`src/rtl/dp_share_ctrl_pkg.sv`:
```
// Shared types and constants for the data_path sharing controller.
package dp_ctrl_pkg;

  localparam int DP_W     = 8;
  localparam int DP_LAT   = 2;
  localparam int ID_MAX_W = 3;

  function automatic int id_width(input int n);
    return (n <= 2) ? 1 : $clog2(n);
  endfunction

  typedef struct packed {
    logic                valid;
    logic [ID_MAX_W-1:0] id;
  } tag_t;

  typedef struct packed {
    logic [ID_MAX_W-1:0] id;
    logic [DP_W-1:0]     data;
  } rsp_t;

endpackage

```
`src/rtl/dp_share_ctrl_rr_arbiter.sv`:
```
// Combinational round-robin search: first requester at or above ptr, wrapping modulo N.
module rr_arbiter #(
  parameter int N  = 4,
  parameter int IW = 2
) (
  input  logic [N-1:0]  req,
  input  logic          enable,
  input  logic [IW-1:0] ptr,
  output logic [N-1:0]  gnt,
  output logic [IW-1:0] gnt_idx
);

  logic [IW:0] pos;
  logic        found;

  // priority search starting at ptr
  always_comb begin
    gnt     = '0;
    gnt_idx = '0;
    found   = 1'b0;
    pos     = '0;
    for (int off = 0; off < N; off++) begin
      pos = {1'b0, ptr} + (IW+1)'(off);
      if (pos >= (IW+1)'(N)) begin
        pos = pos - (IW+1)'(N);
      end else begin
        pos = pos;
      end
      if (enable && !found && req[pos[IW-1:0]]) begin
        gnt[pos[IW-1:0]] = 1'b1;
        gnt_idx          = pos[IW-1:0];
        found            = 1'b1;
      end else begin
        found = found;
      end
    end
  end

endmodule

```
`src/rtl/dp_share_ctrl.sv`:
```
// Shares one fixed-latency data_path between NUM_REQ requesters: round-robin issue,
// owner tags carried alongside the pipe, credit-gated response FIFO.
module dp_share_ctrl
  import dp_ctrl_pkg::*;
#(
  parameter int  NUM_REQ    = 4,
  parameter int  FIFO_DEPTH = 4,
  localparam int ID_W       = id_width(NUM_REQ)
) (
  input  logic                    clk,
  input  logic                    rst_n,
  input  logic                    cfg_enable,
  input  logic [NUM_REQ-1:0]      req_valid,
  input  logic [NUM_REQ*DP_W-1:0] req_data,
  output logic [NUM_REQ-1:0]      req_ready,
  output logic [DP_W-1:0]         dp_data_in,
  output logic                    dp_valid_in,
  input  logic [DP_W-1:0]         dp_data_out,
  input  logic                    dp_valid_out,
  output logic                    rsp_valid,
  output logic [ID_W-1:0]         rsp_id,
  output logic [DP_W-1:0]         rsp_data,
  input  logic                    rsp_ready,
  output logic                    busy,
  output logic                    err_tag
);

  localparam int PW = $clog2(FIFO_DEPTH);
  localparam int CW = PW + 1;

  logic [NUM_REQ-1:0] gnt_s;
  logic [ID_W-1:0]    gnt_idx_s;
  logic               gnt_any_s;
  logic               can_issue_s;
  logic [CW-1:0]      inflight_s;
  logic [CW:0]        credit_use_s;
  logic [ID_W-1:0]    rr_ptr_q, rr_ptr_d;
  tag_t               tag_q [DP_LAT];
  tag_t               tag_d [DP_LAT];
  tag_t               head_s;
  rsp_t               mem_q [FIFO_DEPTH];
  rsp_t               mem_d [FIFO_DEPTH];
  rsp_t               rsp_head_s;
  logic [PW-1:0]      wr_ptr_q, wr_ptr_d, rd_ptr_q, rd_ptr_d;
  logic [CW-1:0]      cnt_q, cnt_d;
  logic               err_q, err_d;
  logic               full_s, push_s, pop_s, mismatch_s;
  logic               unused_id_s;

  // credit: queued plus in-flight words must leave room for every outstanding result
  always_comb begin
    inflight_s = '0;
    for (int i = 0; i < DP_LAT; i++) begin
      inflight_s = inflight_s + CW'(tag_q[i].valid);
    end
    credit_use_s = {1'b0, cnt_q} + {1'b0, inflight_s};
    // rst_n gating keeps req_ready low while reset is held
    can_issue_s  = rst_n & cfg_enable & (credit_use_s < (CW+1)'(FIFO_DEPTH));
  end

  rr_arbiter #(.N(NUM_REQ), .IW(ID_W)) u_arb (
    .req     (req_valid),
    .enable  (can_issue_s),
    .ptr     (rr_ptr_q),
    .gnt     (gnt_s),
    .gnt_idx (gnt_idx_s)
  );

  assign gnt_any_s = |gnt_s;

  always_comb begin
    req_ready   = gnt_s;
    dp_valid_in = gnt_any_s;
    dp_data_in  = '0;
    for (int i = 0; i < NUM_REQ; i++) begin
      if (gnt_s[i]) begin
        dp_data_in = req_data[i*DP_W +: DP_W];
      end else begin
        dp_data_in = dp_data_in;
      end
    end
    rr_ptr_d = rr_ptr_q;
    if (gnt_any_s) begin
      rr_ptr_d = (gnt_idx_s == ID_W'(NUM_REQ - 1)) ? '0 : gnt_idx_s + ID_W'(1);
    end else begin
      rr_ptr_d = rr_ptr_q;
    end
    // data_path has no enable, so the tag pipe shifts every cycle
    tag_d[0].valid = gnt_any_s;
    tag_d[0].id    = ID_MAX_W'(gnt_idx_s);
    for (int i = 1; i < DP_LAT; i++) begin
      tag_d[i] = tag_q[i-1];
    end
  end

  assign head_s     = tag_q[DP_LAT-1];
  assign full_s     = (cnt_q == CW'(FIFO_DEPTH));
  assign mismatch_s = (head_s.valid != dp_valid_out);
  assign push_s     = dp_valid_out & ~full_s;
  assign pop_s      = rsp_valid & rsp_ready;

  always_comb begin
    mem_d    = mem_q;
    wr_ptr_d = wr_ptr_q;
    rd_ptr_d = rd_ptr_q;
    if (push_s) begin
      mem_d[wr_ptr_q].id   = head_s.valid ? head_s.id : '0;
      mem_d[wr_ptr_q].data = dp_data_out;
      wr_ptr_d             = wr_ptr_q + PW'(1);
    end else begin
      wr_ptr_d = wr_ptr_q;
    end
    if (pop_s) begin
      rd_ptr_d = rd_ptr_q + PW'(1);
    end else begin
      rd_ptr_d = rd_ptr_q;
    end
    case ({push_s, pop_s})
      2'b10:   cnt_d = cnt_q + CW'(1);
      2'b01:   cnt_d = cnt_q - CW'(1);
      default: cnt_d = cnt_q;
    endcase
    err_d = err_q | mismatch_s | (dp_valid_out & full_s);
  end

  always_ff @(posedge clk or negedge rst_n) begin
    if (!rst_n) begin
      rr_ptr_q <= '0;
      wr_ptr_q <= '0;
      rd_ptr_q <= '0;
      cnt_q    <= '0;
      err_q    <= 1'b0;
      for (int i = 0; i < DP_LAT; i++) begin
        tag_q[i] <= '0;
      end
      for (int i = 0; i < FIFO_DEPTH; i++) begin
        mem_q[i] <= '0;
      end
    end else begin
      rr_ptr_q <= rr_ptr_d;
      wr_ptr_q <= wr_ptr_d;
      rd_ptr_q <= rd_ptr_d;
      cnt_q    <= cnt_d;
      err_q    <= err_d;
      tag_q    <= tag_d;
      mem_q    <= mem_d;
    end
  end

  assign rsp_head_s  = mem_q[rd_ptr_q];
  assign rsp_valid   = (cnt_q != '0);
  assign rsp_id      = rsp_valid ? rsp_head_s.id[ID_W-1:0] : '0;
  assign rsp_data    = rsp_valid ? rsp_head_s.data : '0;
  assign busy        = (inflight_s != '0) | (cnt_q != '0);
  assign err_tag     = err_q;
  assign unused_id_s = ^rsp_head_s.id;

endmodule

```
`config.mk`:
```
export PLATFORM = sky130hd
export DESIGN_NAME = dp_share_ctrl
export DESIGN_NICKNAME = d
export VERILOG_FILES = /design/src/rtl/dp_share_ctrl_pkg.sv /design/src/rtl/dp_share_ctrl_rr_arbiter.sv /design/src/rtl/dp_share_ctrl.sv
export SDC_FILE = /design/constraint.sdc
export NUM_CORES = 1
export LEC_CHECK = 0
export ABC_AREA = 0
export ABC_CLOCK_PERIOD_IN_PS = 4000
export CORE_MARGIN = 2
export CORE_UTILIZATION = 35
export DETAILED_ROUTE_END_ITERATION = 8
export GPL_TIMING_DRIVEN = 0
export HOLD_SLACK_MARGIN = 0.15
export MAX_ROUTING_LAYER = met4
export SLEW_MARGIN = 20
export SYNTH_ARGS = -nofsm -noshare
export SYNTH_HDL_FRONTEND = slang
export SYNTH_SLANG_ARGS = --single-unit
```
`constraint.sdc`:
```
create_clock -name clk -period 4 [get_ports clk]
set_input_delay 1 -clock clk [delete_from_list [all_inputs] [get_ports clk]]
set_output_delay 1 -clock clk [all_outputs]
set_load 0.03 [all_outputs]
```
-- Word-level counts from Yosys, hierarchy flattened
Cells that the tools add are included.
- divide/modulo/power cells: 0
- multipliers: 0
- equal/unequal tests: 5
- $add $sub $neg: 14
- shift-type cells: 0
- multiplexer cells: 49
- $lt $le $gt $ge: 16
- reductions and logical operators: 19
- bitwise operators: 14
- operators with widths (operator ; count):
    $bwmux 44 ; 2
    $mux 8 ; 6
    $demux 11 s2 ; 2
    $bmux 11 s2 ; 1
    $mux 2 ; 11
    $mux 10 ; 2
    $mux 4 ; 4
    $ge 3x3->1 const B ; 5
    $logic_and 1x1->1 ; 12
    $lt 2x3->1 const B ; 4
    $or 4x4->4 ; 3
    $mux 1 ; 11
    $mux 11 ; 1
    $bmux 1 s2 ; 4
    $demux 1 s2 ; 4
    $ge 2x1->1 const B ; 4
    $sub 2x1->2 const B ; 4
    $add 2x1->2 const B ; 3
    $add 2x2->3 const B ; 2
    $not 2->3 ; 2
    $pmux 3 s2 ; 1
    $reduce_bool 3->1 ; 2
    $and 1x1->1 ; 5
    $add 3x2->4 ; 1
    other kinds (16) ; 21
- output and inout bits: 26
- memory bits (writable): 0
- input bits: 49
- memories kept: 0
- memory bits (read-only): 0
- logic and storage cells: 134
- bits in registers: 60
- bits in latches: 0

-- Depth between registers and ports, before layout
- depth in word-level cells: 22
- gate-level depth with buffers: 11
- gate-level depth less buffers: 10

-- Modules after synthesis
A second synthesis with hierarchy kept.
- cells, all modules: 275
- area, all modules: 3326.9 um^2
- modules (own cells, without submodules) (module ; times used ; area an instance (um^2) ; sequential area each (um^2) ; cells each):
    dp_share_ctrl ; 1 ; 2795.2 ; 1401.3 ; 212
    rr_arbiter ; 1 ; 531.8 ; 0.0 ; 63

-- Worst setup path after synthesis
No wires, ideal clock.
- kind: register to output
- start point: register rr_ptr_q[0]
- end point: output port dp_data_in[6]
- buffers on the path: 2
- stages on the path, launching flop included: 11
- data required time: 3.000 ns
- setup slack: -0.220 ns
- data arrival time: 3.220 ns
- cells stage by stage: dfrtp_1 -> buf_6 -> inv_1 -> ha_1 -> mux4_2 -> or4_4 -> o32ai_4 -> nor2_2 -> and2_1 -> buf_6 -> a31oi_1
- word-level cells in the longest chain between the ends: 22
- elaborated cells between the ends (all ways): 67
- classes of those cells: add/sub: 7; order compare: 12; mux: 31; bitwise: 3; reduce/logical: 14
- ends and longest elaborated chain (item ; line ; RTL):
    from (decl) ; dp_share_ctrl.sv:37 ; logic [ID_W-1:0] rr_ptr_q, rr_ptr_d;
    from (signal assigned) ; dp_share_ctrl.sv:140 ; rr_ptr_q <= rr_ptr_d;
    branches (longest 17 deep; another with $add 2x1->3) ; n/a ;
    $mux 4 (*) ; dp_share_ctrl_rr_arbiter.sv:29 ; if (enable && !found && req[pos[IW-1:0]]) begin
    $mux 8 (3 in series) ; dp_share_ctrl.sv:76 ; if (gnt_s[i]) begin
    $mux 8 (*) ; dp_share_ctrl.sv:76 ;
    to (decl) ; dp_share_ctrl.sv:16 ; output logic [DP_W-1:0] dp_data_in,
Mark *: on every way between the ends. The select of a mux whose other input is x is not followed.

-- Worst setup path in the final report
- start point: input port cfg_enable
- end point: output port dp_data_in[1]
- word-level cells in the longest chain between the ends: 20
- elaborated cells between the ends (all ways): 26
- classes of those cells: mux: 11; bitwise: 5; reduce/logical: 10
- ends and longest elaborated chain (item ; line ; RTL):
    from (decl) ; dp_share_ctrl.sv:12 ; input logic cfg_enable,
    $and 1x1->1 (*) (2 in series) ; dp_share_ctrl.sv:58 ; can_issue_s = rst_n & cfg_enable & (credit_use_s < (CW+1)'(FIFO_DEPTH));
    $logic_and 1x1->1 ; dp_share_ctrl_rr_arbiter.sv:29 ;
    $mux 1 ; dp_share_ctrl_rr_arbiter.sv:29 ;
    $logic_not 1->1 ; dp_share_ctrl_rr_arbiter.sv:29 ;
    $logic_and 1x1->1 (2 in series) ; dp_share_ctrl_rr_arbiter.sv:29 ;
    $mux 1 ; dp_share_ctrl_rr_arbiter.sv:29 ;
    $logic_not 1->1 ; dp_share_ctrl_rr_arbiter.sv:29 ;
    $logic_and 1x1->1 (2 in series) ; dp_share_ctrl_rr_arbiter.sv:29 ;
    $mux 1 ; dp_share_ctrl_rr_arbiter.sv:29 ;
    $logic_not 1->1 ; dp_share_ctrl_rr_arbiter.sv:29 ;
    $logic_and 1x1->1 (2 in series) ; dp_share_ctrl_rr_arbiter.sv:29 ;
    $mux 4 (*) ; dp_share_ctrl_rr_arbiter.sv:29 ;
    $mux 8 (3 in series) ; dp_share_ctrl.sv:76 ;
    $mux 8 (*) ; dp_share_ctrl.sv:76 ;
Mark *: on every way between the ends. The rest lies on a longest branch, timed or not.

==> metrics.txt <==
Crit Path Max Fanout=5; sequential share of the synthesized area=42.36%; crit path launch=cfg_enable; clock sink count=56; LEAKAGE=2.029 nW; CTS tree=built; ranking of synthesized cells by area=dfrtp_1, mux2_2, mux4_2, ha_1, nand2_1; Yosys cell types=45; post-synth top area cell=dfrtp_1; number of port buffers=74; Final WS setup=-0.2222 ns; fin crit share=105.6%; fill cell count=810; RSZ-0062 raised after global routing=true; Clock power frac=11.0%; multi-input logic area=2001 um^2; DR WL/cell=15.26 um; Critical R2R Capture=rr_ptr_q[0]; placement-stage cell area=4235 um^2; Final HPWL DP=5152 um; Final Max Slew Viols=0; synthesized area=3308 um^2; DR vias/cell=5.048; iteration count of the initial detailed-routing pass=4; Final Instance Area=4788 um^2; Seq pwr share=29.0%; die area=10250 um^2; area grow syn2layout=44.74%; Syn Inst Count=281; core area=9196 um^2; violated checks=setup timing; delay-heaviest family, CP=buffers and inverters; routed wire length=7678 um; die height=101.2 um; global-route usage over all layers=15.90%; IO Pins=75; Cell Chain, Critical Path=clkdlybuf4s50_1 > nand4bb_1 > or4_4 > nor2_4 > buf_12 > a221oi_4 > buf_6 > mux2i_4 > a31oi_4 > buf_6; CTS root buf=clkbuf_8; Slew headroom=40.68%; diode count=0; crit path capture type=output port; outcome=finished with violations; DR vias=2539; hold violation total from the final report=0; Net Count, Synth=345; syn avg cell area=11.77 um^2; sequential cell area=1403 um^2; Worst Hold End=head_s[0]; clock latency on the worst-skew pair=0.30 ns; sw frac=38.46%; first-pass GRT wire length=12610 um; largest net degree at the start of global routing=58; Synth warnings=0; clock tree buffer depth=2; DRT iter0 DRCs=69; vias in the first global route=2627; post-synth top area share=42.36%; residual DRC count=0; Die X-Extent=101.2 um; share of cells above drive strength 1=36.73%; WP buf/inv=4; flop2flop setup slack=0.67 ns; most used cell, CP=buf_6; overall power=3.227 mW; critical path's slowest cell=or4_4; fin crit period=4.222 ns; number of core rows=35; Pint=1.986 mW; CP Class=input port to output port; max_cap viols=0; Worst EP required=3.00 ns; GR Overflow Total=0; number of nets in the layout=455; HP Class=flop to flop; pre-CTS WS=-1.324 ns; antenna violations before repair=0; Placer Congestion=0.8105; Reg clk slew, reported paths=0.09 ns; type of origin of the critical path=input port; HP Start=tag_d[0]; hold path depth=0; clock skew=0.006174 ns; DRT antenna net count=0; H-tree depth=2; Comb power frac=59.9%; Initial Util=35.97%; Crit path largest cell delay=0.60 ns; Reg2Reg Depth=12; NetSw=1.241 mW; fmax=236.8 MHz; worst slew pin tran=0.8898 ns; CTS buffer count=5; FF-to-FF Start=rr_ptr_q[1]; hold buffers post-CTS=0; final setup fails=9; peak supply drop=239.1 uV; P per Cell Area=673.9 nW/um^2; Seq cells post-synth=56; Data arrival, critical path=3.22 ns
-- cells by family (layout without fill, tap and decap cells) --
logic type	after synthesis	after routing	share of synthesized area, %
compound gates	41	41	9.305
xor+xnor	6	6	1.589
fa+ha+maj	15	15	5.900
buf+inv	32	143	4.463
flops	56	56	42.36
mux	58	58	24.13
simple gates	73	73	12.25
-- sequential cells by signal (all words and copies together), names as in the netlist --
name / cells
mem_q: 40
cnt_q: 3
head_s: 3
tag_d: 3
rd_ptr_q: 2
rr_ptr_q: 2
wr_ptr_q: 2
err_tag: 1
-- worst max-delay path by stage --
stage	endpoint	depth (start not counted)
after global routing	dp_data_in[1]	12
after floorplan	dp_data_in[0]	10
final	dp_data_in[1]	10
after global placement	dp_data_in[1]	10
after detailed placement	dp_data_in[1]	10
after CTS	dp_data_in[1]	11
-- cells in the mapped netlist, drive strengths merged --
cell type and instances:
inv 19, mux2i 10, nor2 8, xor2 3
dfrtp 56, and3 1, nand2b 2, mux4 14
o22ai 1, nand3 8, nand2 29, fa 1
xnor2 3, o21bai 8, and2 12, a21o 1
mux2 34, o21ai 10, or3 1, a221o 2
buf 6, nand4b 1, a31oi 9, nand3b 5
ha 14, or4 1, a221oi 3, a21oi 5
clkbuf 7, nor3 1, nand4bb 1, a211oi 1
o32ai 1, or2 2, nor4b 1
-- per-layer routing --
layer,global-route usage [%],routed length [um],vias to the layer above
met2,27.46,3940,75
met1,19.28,3318,1233
met4,3.846,53,0
met3,2.899,366,4
li1,-,-,1227
met5,-,0,-
-- power groups by stage --
stage	logic, mW	registers (mW)	clock network (mW)
after floorplan	1.22	0.906	0
after global placement	1.70	0.944	0
after detailed placement	1.72	0.950	0
after CTS	1.89	0.937	0.370
after global routing	2.09	0.971	0.398
final	1.93	0.937	0.356
-- layout make-up --
cell class | instances | share of cell area (%)
Sequential cell | 56 | 29.29
Multi-Input combinational cell | 193 | 41.78
Timing Repair inverter | 1 | 0.1568
Clock inverter | 2 | 0.7316
Clock buffer | 6 | 1.516
Timing Repair Buffer | 104 | 20.70
Inverter | 19 | 1.568
Buffer | 11 | 1.359
Tap cell | 111 | 2.900
-- stage by stage --
stage / TNS, ns / hold WS [ns] / util, % / instances
after floorplan: -0.3632 / 0.3312 / - / 281
final: -1.727 / 0.3546 / 52.07 / 503
after CTS: -2.414 / 0.3578 / 49.99 / 498
after global placement: -46.10 / 0.3344 / 46.08 / 466
after global routing: -2.619 / 0.3635 / 52.07 / 503
after detailed placement: -15.29 / 0.3364 / 46.05 / 466
-- cell usage in the layout, fill, tap and decap left out, types with 3 or more instances in the layout --
cell / count
buf_6: 19
xnor2_1: 3
clkdlybuf4s50_1: 56
nor2_1: 6
buf_2: 6
and2_1: 11
o21bai_1: 8
nand3b_1: 5
dfrtp_1: 55
nand3_2: 6
a31oi_2: 3
mux4_2: 14
inv_1: 16
ha_1: 12
a31oi_4: 5
mux2i_1: 5
xor2_1: 3
clkbuf_1: 7
o21ai_0: 10
mux2i_4: 3
nand2_1: 29
mux2_2: 32
a21oi_1: 3
buf_4: 24
clkbuf_8: 5
-- what timing repair did --
item                                   4_1_cts  5_1_grt
pin swaps                                   15       10
endpoints found under the hold margin        0        0
cloned                                       3        0
buffers inserted                            22        7
resized for setup                          119       30
setup endpoints to repair                   13       13
No activity file was read; power rests on OpenSTA's default activity.
==> edit (config.mk and constraints unchanged) <==
Register the output `err_tag` once more; this adds one clock of latency there. The other outputs are not delayed to match.
--- a/src/rtl/dp_share_ctrl.sv
+++ b/src/rtl/dp_share_ctrl.sv
@@ -152,7 +152,9 @@
   assign rsp_id      = rsp_valid ? rsp_head_s.id[ID_W-1:0] : '0;
   assign rsp_data    = rsp_valid ? rsp_head_s.data : '0;
   assign busy        = (inflight_s != '0) | (cnt_q != '0);
-  assign err_tag     = err_q;
+  always_ff @(posedge clk) begin
+    err_tag <= err_q;
+  end
   assign unused_id_s = ^rsp_head_s.id;
 
 endmodule
Behaviour: not the same (Yosys sat finds a counterexample within 4 cycles, from zero or initial values and one cycle with rst_n low).
==> edit against the unedited design <==
The flow still finishes with violations (negative setup slack); cell area increased by 4.5%; sequential cell count rose by 1; fmax is 0.81% lower; synthesized area up 0.61%; sequential power rose by 0.9%; power increased by 7.1%; wire length grew 4.9%; worst setup slack worse by 0.034 ns.
==> edit: results (changes against the unedited design) <==
failing checks - negative setup slack (unchanged)
later-pin clock latency in the skew report - 0.33 ns (was 0.30 ns)
Clock transition at path regs - 0.06 ns (was 0.09 ns)
slowest CP cell - mux4_2 (was or4_4)
status - complete, but fails checks (unchanged)
first-pass GRT wire length - 13090 microns (was 12610 microns)
Clock Skew - 0.007307 ns (was 0.006174 ns)
async set-or-reset flop fraction in the synthesized netlist - 0.9825 (was 1.000)
endpoints failing setup - 9 (unchanged)
Worst Hold Class - flop to flop (unchanged)
mux contribution to synthesized area - 0.2398 (was 0.2413)
syn nets - 346 (was 345)
Overall Global Routing Usage - 0.1694 (was 0.1590)
reg2reg start - rr_ptr_q[0] (was rr_ptr_q[1])
Switch Pwr - 1.304 mW (was 1.241 mW)
XOR/XNOR Fraction of Synth Area - 0.01579 (was 0.01589)
routed vias - 2567 (was 2539)
number of DRC markers in iteration 0 - 107 (was 69)
WL/cell - 15.34 microns (was 15.26 microns)
reg-to-reg slack, setup - 0.84 ns (was 0.67 ns)
Setup TNS Final - -1.980 ns (was -1.727 ns)
maximum VDD drop - 0.2629 mV (was 0.2391 mV)
Area contributors post-synth - dfrtp_1 42%, mux2_2 11%, mux4_2 9.5% (unchanged)
CP max stage delay - 0.53 ns (was 0.60 ns)
Worst Setup Slack, final - -0.2565 ns (was -0.2222 ns)
Slew HR - 0.4052 (was 0.4068)
Worst R2R Path Depth - 13 (was 12)
DP Worst Slack - -1.362 ns (was -1.324 ns)
CTS Buf Count - 9 (was 5)
data arrival time of the critical path - 3.26 ns (was 3.22 ns)
clock-net power - 559 uW (was 356 uW)
Post-DP HPWL - 5189 microns (was 5152 microns)
adder and majority cell fraction of the synthesized area - 0.05865 (was 0.05900)
vias in the first global route - 2709 (was 2627)
register area share after synthesis - 0.4271 (was 0.4236)
CP Launch Type - flop (was input pin)
GP Congestion - 0.8137 (was 0.8105)
Critical Path Sink - dp_data_in[5] (was dp_data_in[1])
PD cells - 690.2 mW/mm^2 (was 673.9 mW/mm^2)
share of cells above drive strength 1 - 0.3662 (was 0.3673)
Worst R2R End - rr_ptr_q[1] (was rr_ptr_q[0])
H-tree depth - 3 (was 2)
Lkg Pwr - 2.099 nW (was 2.029 nW)
==> edit: layer usage <==
| metal | part of all wire | vias to the layer above | track usage | wire, microns |
|---|---|---|---|---|
| met5 | 0 | - | - | 0 |
| met4 | 0.021 | 0 | 0.06653 | 167 |
| met3 | 0.045 | 14 | 0.02761 | 360 |
| met2 | 0.50 | 81 | 0.2885 | 3999 |
| met1 | 0.44 | 1242 | 0.1997 | 3528 |
| li1 | - | 1230 | - | - |
==> edit: area by class of cell <==
class,instances,area (sq um)
clock buffer,14,172.7
inverter,19,82.58
tap,129,161.4
multi-input combinational,193,2026
clock inverter,2,35.03
fill,804,4234
sequential,57,1423
buffer,12,85.08
timing repair buffer,99,1021
==> edit: timing repair <==
item                       CTS  global route
gates resized for setup    137            41
pin swaps                   16             6
gates cloned                 2             0
setup buffers               21             4
setup endpoints to repair   13            13
==> edit: worst min-delay path by stage <==
stage                  start         to  slack (ns)  depth (start not counted)
finish              tag_d[0]  head_s[0]        0.35                          0
global route        tag_d[0]  head_s[0]        0.36                          0
CTS                 tag_d[0]  head_s[0]        0.35                          0
detailed placement  tag_d[0]  head_s[0]        0.33                          0
global placement    tag_d[0]  head_s[0]        0.33                          0
floorplan           tag_d[0]  head_s[0]        0.33                          0
==> edit: through the flow <==
| stage | std cells | hold slack (ns) | utilization | cell area (sq um) |
|---|---|---|---|---|
| 6_report | 525 | 0.3475 | 0.5418 | 5006 |
| 4_1_cts | 523 | 0.3489 | 0.5246 | 4847 |
| 3_5_place_dp | 485 | 0.3347 | 0.4630 | 4278 |
| 5_1_grt | 525 | 0.3563 | 0.5418 | 5006 |
| 3_3_place_gp | 485 | 0.3339 | 0.4632 | 4280 |
| 2_1_floorplan | 282 | 0.3312 | - | 3378 |
